### src/rtl/alu_instr_sequencer.sv
// alu_instr_sequencer: hardwired fetch/execute control for register-register ALU instructions.
// Optional retired-instruction counter enabled by INSTR_COUNT_EN.
module alu_instr_sequencer #(
    parameter int MAX_WAIT = 15,
    parameter int CNT_W = 32
) (
    input  logic             Clock,
    input  logic             clear,
    input  logic [31:0]      IR,
    input  logic             Mem_ready,
    input  logic             Stop,
    output logic             PCout,
    output logic             MARin,
    output logic             IncPC,
    output logic             PCin,
    output logic             Read,
    output logic             MDRin,
    output logic             MDRout,
    output logic             IRin,
    output logic             Yin,
    output logic             Zin_low,
    output logic             Zin_high,
    output logic             Zlowout,
    output logic             Zhighout,
    output logic             LOin,
    output logic             HIin,
    output logic             Gra,
    output logic             Grb,
    output logic             Grc,
    output logic             Rin,
    output logic             Rout,
    output logic [3:0]       operation,
    output logic             Run,
    output logic             Illegal,
    output logic             Mem_timeout,
    output logic [CNT_W-1:0] instr_count
);
    localparam int WW = $clog2(MAX_WAIT + 1);
    localparam logic [WW-1:0] WMAX = WW'(MAX_WAIT);
    typedef enum logic [3:0] {RST, T0, T1, T1W, T2, T3, T4, T5, T6, HALT} state_t;
    typedef enum logic [1:0] {BIN, MD, UN} cls_t;
    typedef struct packed {
        logic PCout, MARin, IncPC, PCin, Read, MDRin, MDRout, IRin, Yin, Zin_low;
        logic Zin_high, Zlowout, Zhighout, LOin, HIin, Gra, Grb, Grc, Rin, Rout;
    } ctl_t;
    state_t state, ns;
    cls_t cls, cls_d;
    ctl_t ctl, ctl_d;
    logic [3:0] opc, opc_d, op_d;
    logic [WW-1:0] wcnt, wcnt_d;
    logic stop_pending, retire, illegal_d, timeout_d;
    logic unused;
    assign unused = ^IR[26:0];
    assign {PCout, MARin, IncPC, PCin, Read, MDRin, MDRout, IRin, Yin, Zin_low,
            Zin_high, Zlowout, Zhighout, LOin, HIin, Gra, Grb, Grc, Rin, Rout} = ctl;
    always_comb begin
        ns = state;
        cls_d = cls;
        opc_d = opc;
        wcnt_d = wcnt;
        retire = 1'b0;
        illegal_d = Illegal;
        timeout_d = Mem_timeout;
        case (state)
            RST: ns = T0;
            T0: ns = T1;
            T1: begin
                ns = Mem_ready ? T2 : T1W;
                wcnt_d = WW'(1);
            end
            T1W: begin
                if (Mem_ready) ns = T2;
                else if (wcnt == WMAX) begin
                    ns = HALT;
                    timeout_d = 1'b1;
                end else wcnt_d = wcnt + WW'(1);
            end
            T2: begin
                opc_d = IR[30:27];
                cls_d = IR[31:27] >= 5'd10 ? UN : IR[31:27] >= 5'd8 ? MD : BIN;
                ns = IR[31:27] > 5'd11 ? HALT : T3;
                illegal_d = IR[31:27] > 5'd11;
            end
            T3: ns = T4;
            T4: if (cls == UN) retire = 1'b1; else ns = T5;
            T5: if (cls == BIN) retire = 1'b1; else ns = T6;
            T6: retire = 1'b1;
            default: ;
        endcase
        // a Stop seen on the retire edge itself also counts as pending
        if (retire) ns = (stop_pending || Stop) ? HALT : T0;
    end
    always_comb begin
        ctl_d = '0;
        case (ns)
            T0: {ctl_d.PCout, ctl_d.MARin, ctl_d.IncPC, ctl_d.Zin_low} = 4'hF;
            T1: {ctl_d.Zlowout, ctl_d.PCin, ctl_d.Read, ctl_d.MDRin} = 4'hF;
            T1W: {ctl_d.Read, ctl_d.MDRin} = 2'b11;
            T2: {ctl_d.MDRout, ctl_d.IRin} = 2'b11;
            T3: begin
                if (cls_d == MD) {ctl_d.Gra, ctl_d.Rout, ctl_d.Yin} = 3'b111;
                else if (cls_d == UN) {ctl_d.Grb, ctl_d.Rout, ctl_d.Zin_low} = 3'b111;
                else {ctl_d.Grb, ctl_d.Rout, ctl_d.Yin} = 3'b111;
            end
            T4: begin
                if (cls_d == MD) {ctl_d.Grb, ctl_d.Rout, ctl_d.Zin_low, ctl_d.Zin_high} = 4'hF;
                else if (cls_d == UN) {ctl_d.Zlowout, ctl_d.Gra, ctl_d.Rin} = 3'b111;
                else {ctl_d.Grc, ctl_d.Rout, ctl_d.Zin_low} = 3'b111;
            end
            T5: begin
                if (cls_d == MD) {ctl_d.Zlowout, ctl_d.LOin} = 2'b11;
                else {ctl_d.Zlowout, ctl_d.Gra, ctl_d.Rin} = 3'b111;
            end
            T6: {ctl_d.Zhighout, ctl_d.HIin} = 2'b11;
            default: ;
        endcase
        op_d = ((ns == T3 && cls_d == UN) || (ns == T4 && cls_d != UN)) ? opc_d : operation;
    end
    always_ff @(posedge Clock or posedge clear) begin
        if (clear) begin
            state <= RST;
            cls <= BIN;
            opc <= '0;
            wcnt <= '0;
            ctl <= '0;
            operation <= '0;
            Run <= 1'b1;
            Illegal <= 1'b0;
            Mem_timeout <= 1'b0;
            stop_pending <= 1'b0;
        end else begin
            state <= ns;
            cls <= cls_d;
            opc <= opc_d;
            wcnt <= wcnt_d;
            ctl <= ctl_d;
            operation <= op_d;
            Run <= ns != HALT;
            Illegal <= illegal_d;
            Mem_timeout <= timeout_d;
            if (Stop) stop_pending <= 1'b1;
        end
    end
`ifdef INSTR_COUNT_EN
    always_ff @(posedge Clock or posedge clear) begin
        if (clear) instr_count <= '0;
        else if (retire) instr_count <= instr_count + CNT_W'(1);
    end
`else
    assign instr_count = '0;
`endif
endmodule

### config.mk
export PLATFORM = sky130hd
export DESIGN_NAME = alu_instr_sequencer
export DESIGN_NICKNAME = d
export VERILOG_FILES = /design/src/rtl/alu_instr_sequencer.sv
export SDC_FILE = /design/constraint.sdc
export NUM_CORES = 1
export LEC_CHECK = 0
export CORE_MARGIN = 2
export CORE_UTILIZATION = 35
export CTS_CLUSTER_SIZE = 12
export DETAILED_ROUTE_END_ITERATION = 8
export GPL_TIMING_DRIVEN = 0
export PLACE_DENSITY_LB_ADDON = 0.25
export SETUP_SLACK_MARGIN = 0.4
export SLEW_MARGIN = 20
export SYNTH_ARGS = -nofsm -noshare
export SYNTH_HDL_FRONTEND = slang
export SYNTH_SLANG_ARGS = --single-unit
### constraint.sdc
create_clock -name Clock -period 2.6 [get_ports Clock]
set_clock_uncertainty 0.2 [all_clocks]
set_input_delay 0.26 -clock Clock [delete_from_list [all_inputs] [get_ports Clock]]
set_output_delay 0.26 -clock Clock [all_outputs]
set_load 0.005 [all_outputs]
==> summary.md <==
| Metric | Value |
|---|---|
| Initial Utilization | 35.71% |
| Gr usage total | 13.81% |
| Peak Freq | 0.4249 GHz |
| TritonCTS clock tree | built |
| XOR/XNOR Fraction of Synth Area | 0.4217% |
| DR vias | 1586 |
| Layout cell share with drive strength beyond 1 | 33.56% |
| Max VDD drop | 221.7 µV |
| Clk slew on worst S/H paths | 0.07 ns |
| CP Class | flop to flop |
| WP data arrival | 2.33 ns |
| Final Hold Viols | 0 |
| First-pass GRT wire length | 6941 µm |
| Top FF cell, synth | dfrtp_1 |
| Placement Setup Slack | -0.1801 ns |
| Vias per cell | 4.322 |
| Normalized max-slew margin | 49.39% |
| Crit path launch type | flop |
| Final design utilization | 51.18% |
| Total of max-cap violations | 0 |
| Simple-gate portion of the synthesized area | 15.00% |
| Die Span X | 81.04 µm |
| Final setup viols | 0 |
| Post-synth EDFFs | 0 |
| Period utilisation layout | 90.52% |
| Critical Path Sink | operation[1] |
| Site row count | 28 |
| Aggregate routed wire length | 4365 µm |
| Number of global-route vias before repair | 1468 |
| Reg2Reg Depth | 8 |
| Die Height | 81.04 µm |
| Initial DRC count | 87 |
| Crit end category | flop |
| Mapped Avg Cell Area | 10.28 µm² |
| Design area | 0.002977 mm² |
| Post-DP HPWL | 2912 µm |
| Finished Layout Cells | 367 |
| Fin crit period | 2.354 ns |
| Post-placement cell area | 0.002635 mm² |
| CTS H-tree depth | 2 |
| WP data required | 2.57 ns |
| Core ar. | 0.005816 mm² |
| Clock tree sinks | 37 |
| Cell with the most instances after synthesis | buf_4 |
| Share of the yosys chip area belonging to registers | 44.64% |
| CTS Hold Bufs | 0 |
| Die area | 0.006567 mm² |
| Worst Hold Launch | Mem_ready |
| Largest net degree at the start of global routing | 38 |
| RSZ-0062 raised after global routing | true |
| Synthesized cell area | 0.002077 mm² |
| Cell count after placement | 342 |
| Synth Area in Adders | 1.807% |
| Synth cell count leaders | 37 x buf_4, 36 x dfrtp_1, 12 x nor2_1, 9 x inv_1, 8 x o21ai_0 |
| Nets | 330 |
| Buffers on Ports | 34 |
| DRT antenna net count | 0 |
| Status | finished, final reports clean |
| Clk_lat worst skew | 0.29 ns |
| Post-synthesis cell count | 202 |
| Final WS setup | 0.2465 ns |
| Yosys warns | 0 |
| Yosys top cell by area | dfrtp_1 |
| Clk buf depth | 2 |
| Worst-path maximum fanout | 5 |
| Antenna diodes | 0 |
| Routed len/inst | 11.89 µm |
| Drt pass-1 iters | 4 |
| Hold path depth | 3 |
| Grt ovf | 0 |
| Synth top area cells | dfrtp_1 43%, buf_4 13%, mux2_1 2.2% |
| CTS Buf Count | 5 |
| Mux cell area share after synthesis | 4.819% |
| Min Hold Slack | 0.2206 ns |
| Fill cells | 551 |
| Layout area overhead | 43.31% |
| Worst flop-to-flop path startpoint | state[1] |
| Worst reg-to-reg setup slack | 0.25 ns |
| Leakage Power | 1.462 nW |
| RR Endpoint | operation[1] |
| Yosys top cell area share | 43.37% |
| Flops & latches, synth | 37 |
| Post-synth ARST share | 100.0% |
| Io pins | 95 |
| DR DRC count | 0 |
| RePlAce Congestion | 0.8346 |
| Largest family of logic cells by synthesized area | buffers and inverters |
| CTS root buffer | clkbuf_8 |
| CP startpoint | state[1] |
| Power density cells | 536.9 mW/mm² |
| Slew Limit Fails | 0 |
| Worst slew pin tran | 0.7580 ns |
| Hold crit path type | primary input to flop |
| Cell variety after synth | 52 |
| Post-synthesis compound-gate area fraction | 15.24% |
| Initial antenna violation count | 0 |
[per-layer routing]
| layer | track usage (%) | routed length [µm] |
|---|---|---|
| met5 | 0 | 0 |
| met1 | 18.69 | 2012 |
| met2 | 21.40 | 2101 |
| met3 | 2.444 | 174 |
| met4 | 6.610 | 76 |
[placed cells by master, fill, tap and decap left out, drive strengths merged, types with 3 or more instances in the layout]
master and count:
a21o 4, a21oi 8, a31oi 4, and2 3
buf 62, clkbuf 9, clkdlybuf4s50 34, conb 32
dfrtp 36, ha 3, inv 9, mux2 8
nand2 7, nand2b 3, nor2 12, nor3 6
nor3b 3, o21ai 9, o31ai 3, or2 5
[flip-flops by register name (all words and copies together), names as in the netlist, 2 cells and up]
name,cells
operation,4
state,4
wcnt,4
opc,4
cls,2
[layout make-up]
type | instances | area, µm² | share of cell area (%)
multi-input combinational | 140 | 978.4 | 32.87
sequential | 37 | 927.1 | 31.15
timing repair buffer | 51 | 483.0 | 16.23
buffer | 47 | 344.1 | 11.56
tap | 75 | 93.84 | 3.153
clock buffer | 7 | 86.33 | 2.900
inverter | 9 | 33.78 | 1.135
clock inverter | 1 | 30.03 | 1.009
[critical path: stages, from the launching register on]
cell	delay, ns
dfrtp_1	0.37
buf_6	0.12
nor4b_4	0.28
buf_6	0.16
mux2i_4	0.26
ha_4	0.19
nor3_4	0.05
a21oi_4	0.26
mux2_4	0.33
[report_power, final]
part	leakage, nW	switching (mW)	internal (mW)	total [mW]
Combinational	0.931	0.242	0.211	0.453
Sequential	0.472	0.0143	0.613	0.628
Clock	0.0585	0.205	0.313	0.518
[worst min path at each step]
stage	endpoint	slack [ns]
floorplan	stop_pending	0.19
finish	IRin	0.22
global placement	stop_pending	0.25
global route	IRin	0.28
CTS	IRin	0.20
detailed placement	stop_pending	0.25
[cells by family (layout without fill, tap and decap cells)]
family / Yosys count / count (layout)
other: 1 / 32
AND/OR/NAND/NOR: 51 / 51
AO/OA/AOI/OAI: 44 / 44
adder cells (fa/ha/maj): 3 / 3
buffers and inverters: 56 / 115
XOR/XNOR: 1 / 1
multiplexers: 9 / 9
flip-flops: 37 / 37
[stage by stage]
stage,setup TNS [ns],total power [mW]
final,0,1.598
after global routing,0,1.683
after CTS,0,1.569
after detailed placement,-0.6936,1.029
after global placement,-0.5724,1.032
after floorplan,0,0.9411
[what timing repair did]
item | in CTS | in global routing
gates cloned | 0 | 0
pin swaps | 4 | 5
buffers inserted | 11 | 6
resized for setup | 11 | 13
endpoints found under the hold margin | 0 | 0
endpoints found under the setup margin | 13 | 12
No activity file was read; power rests on OpenSTA's default activity.
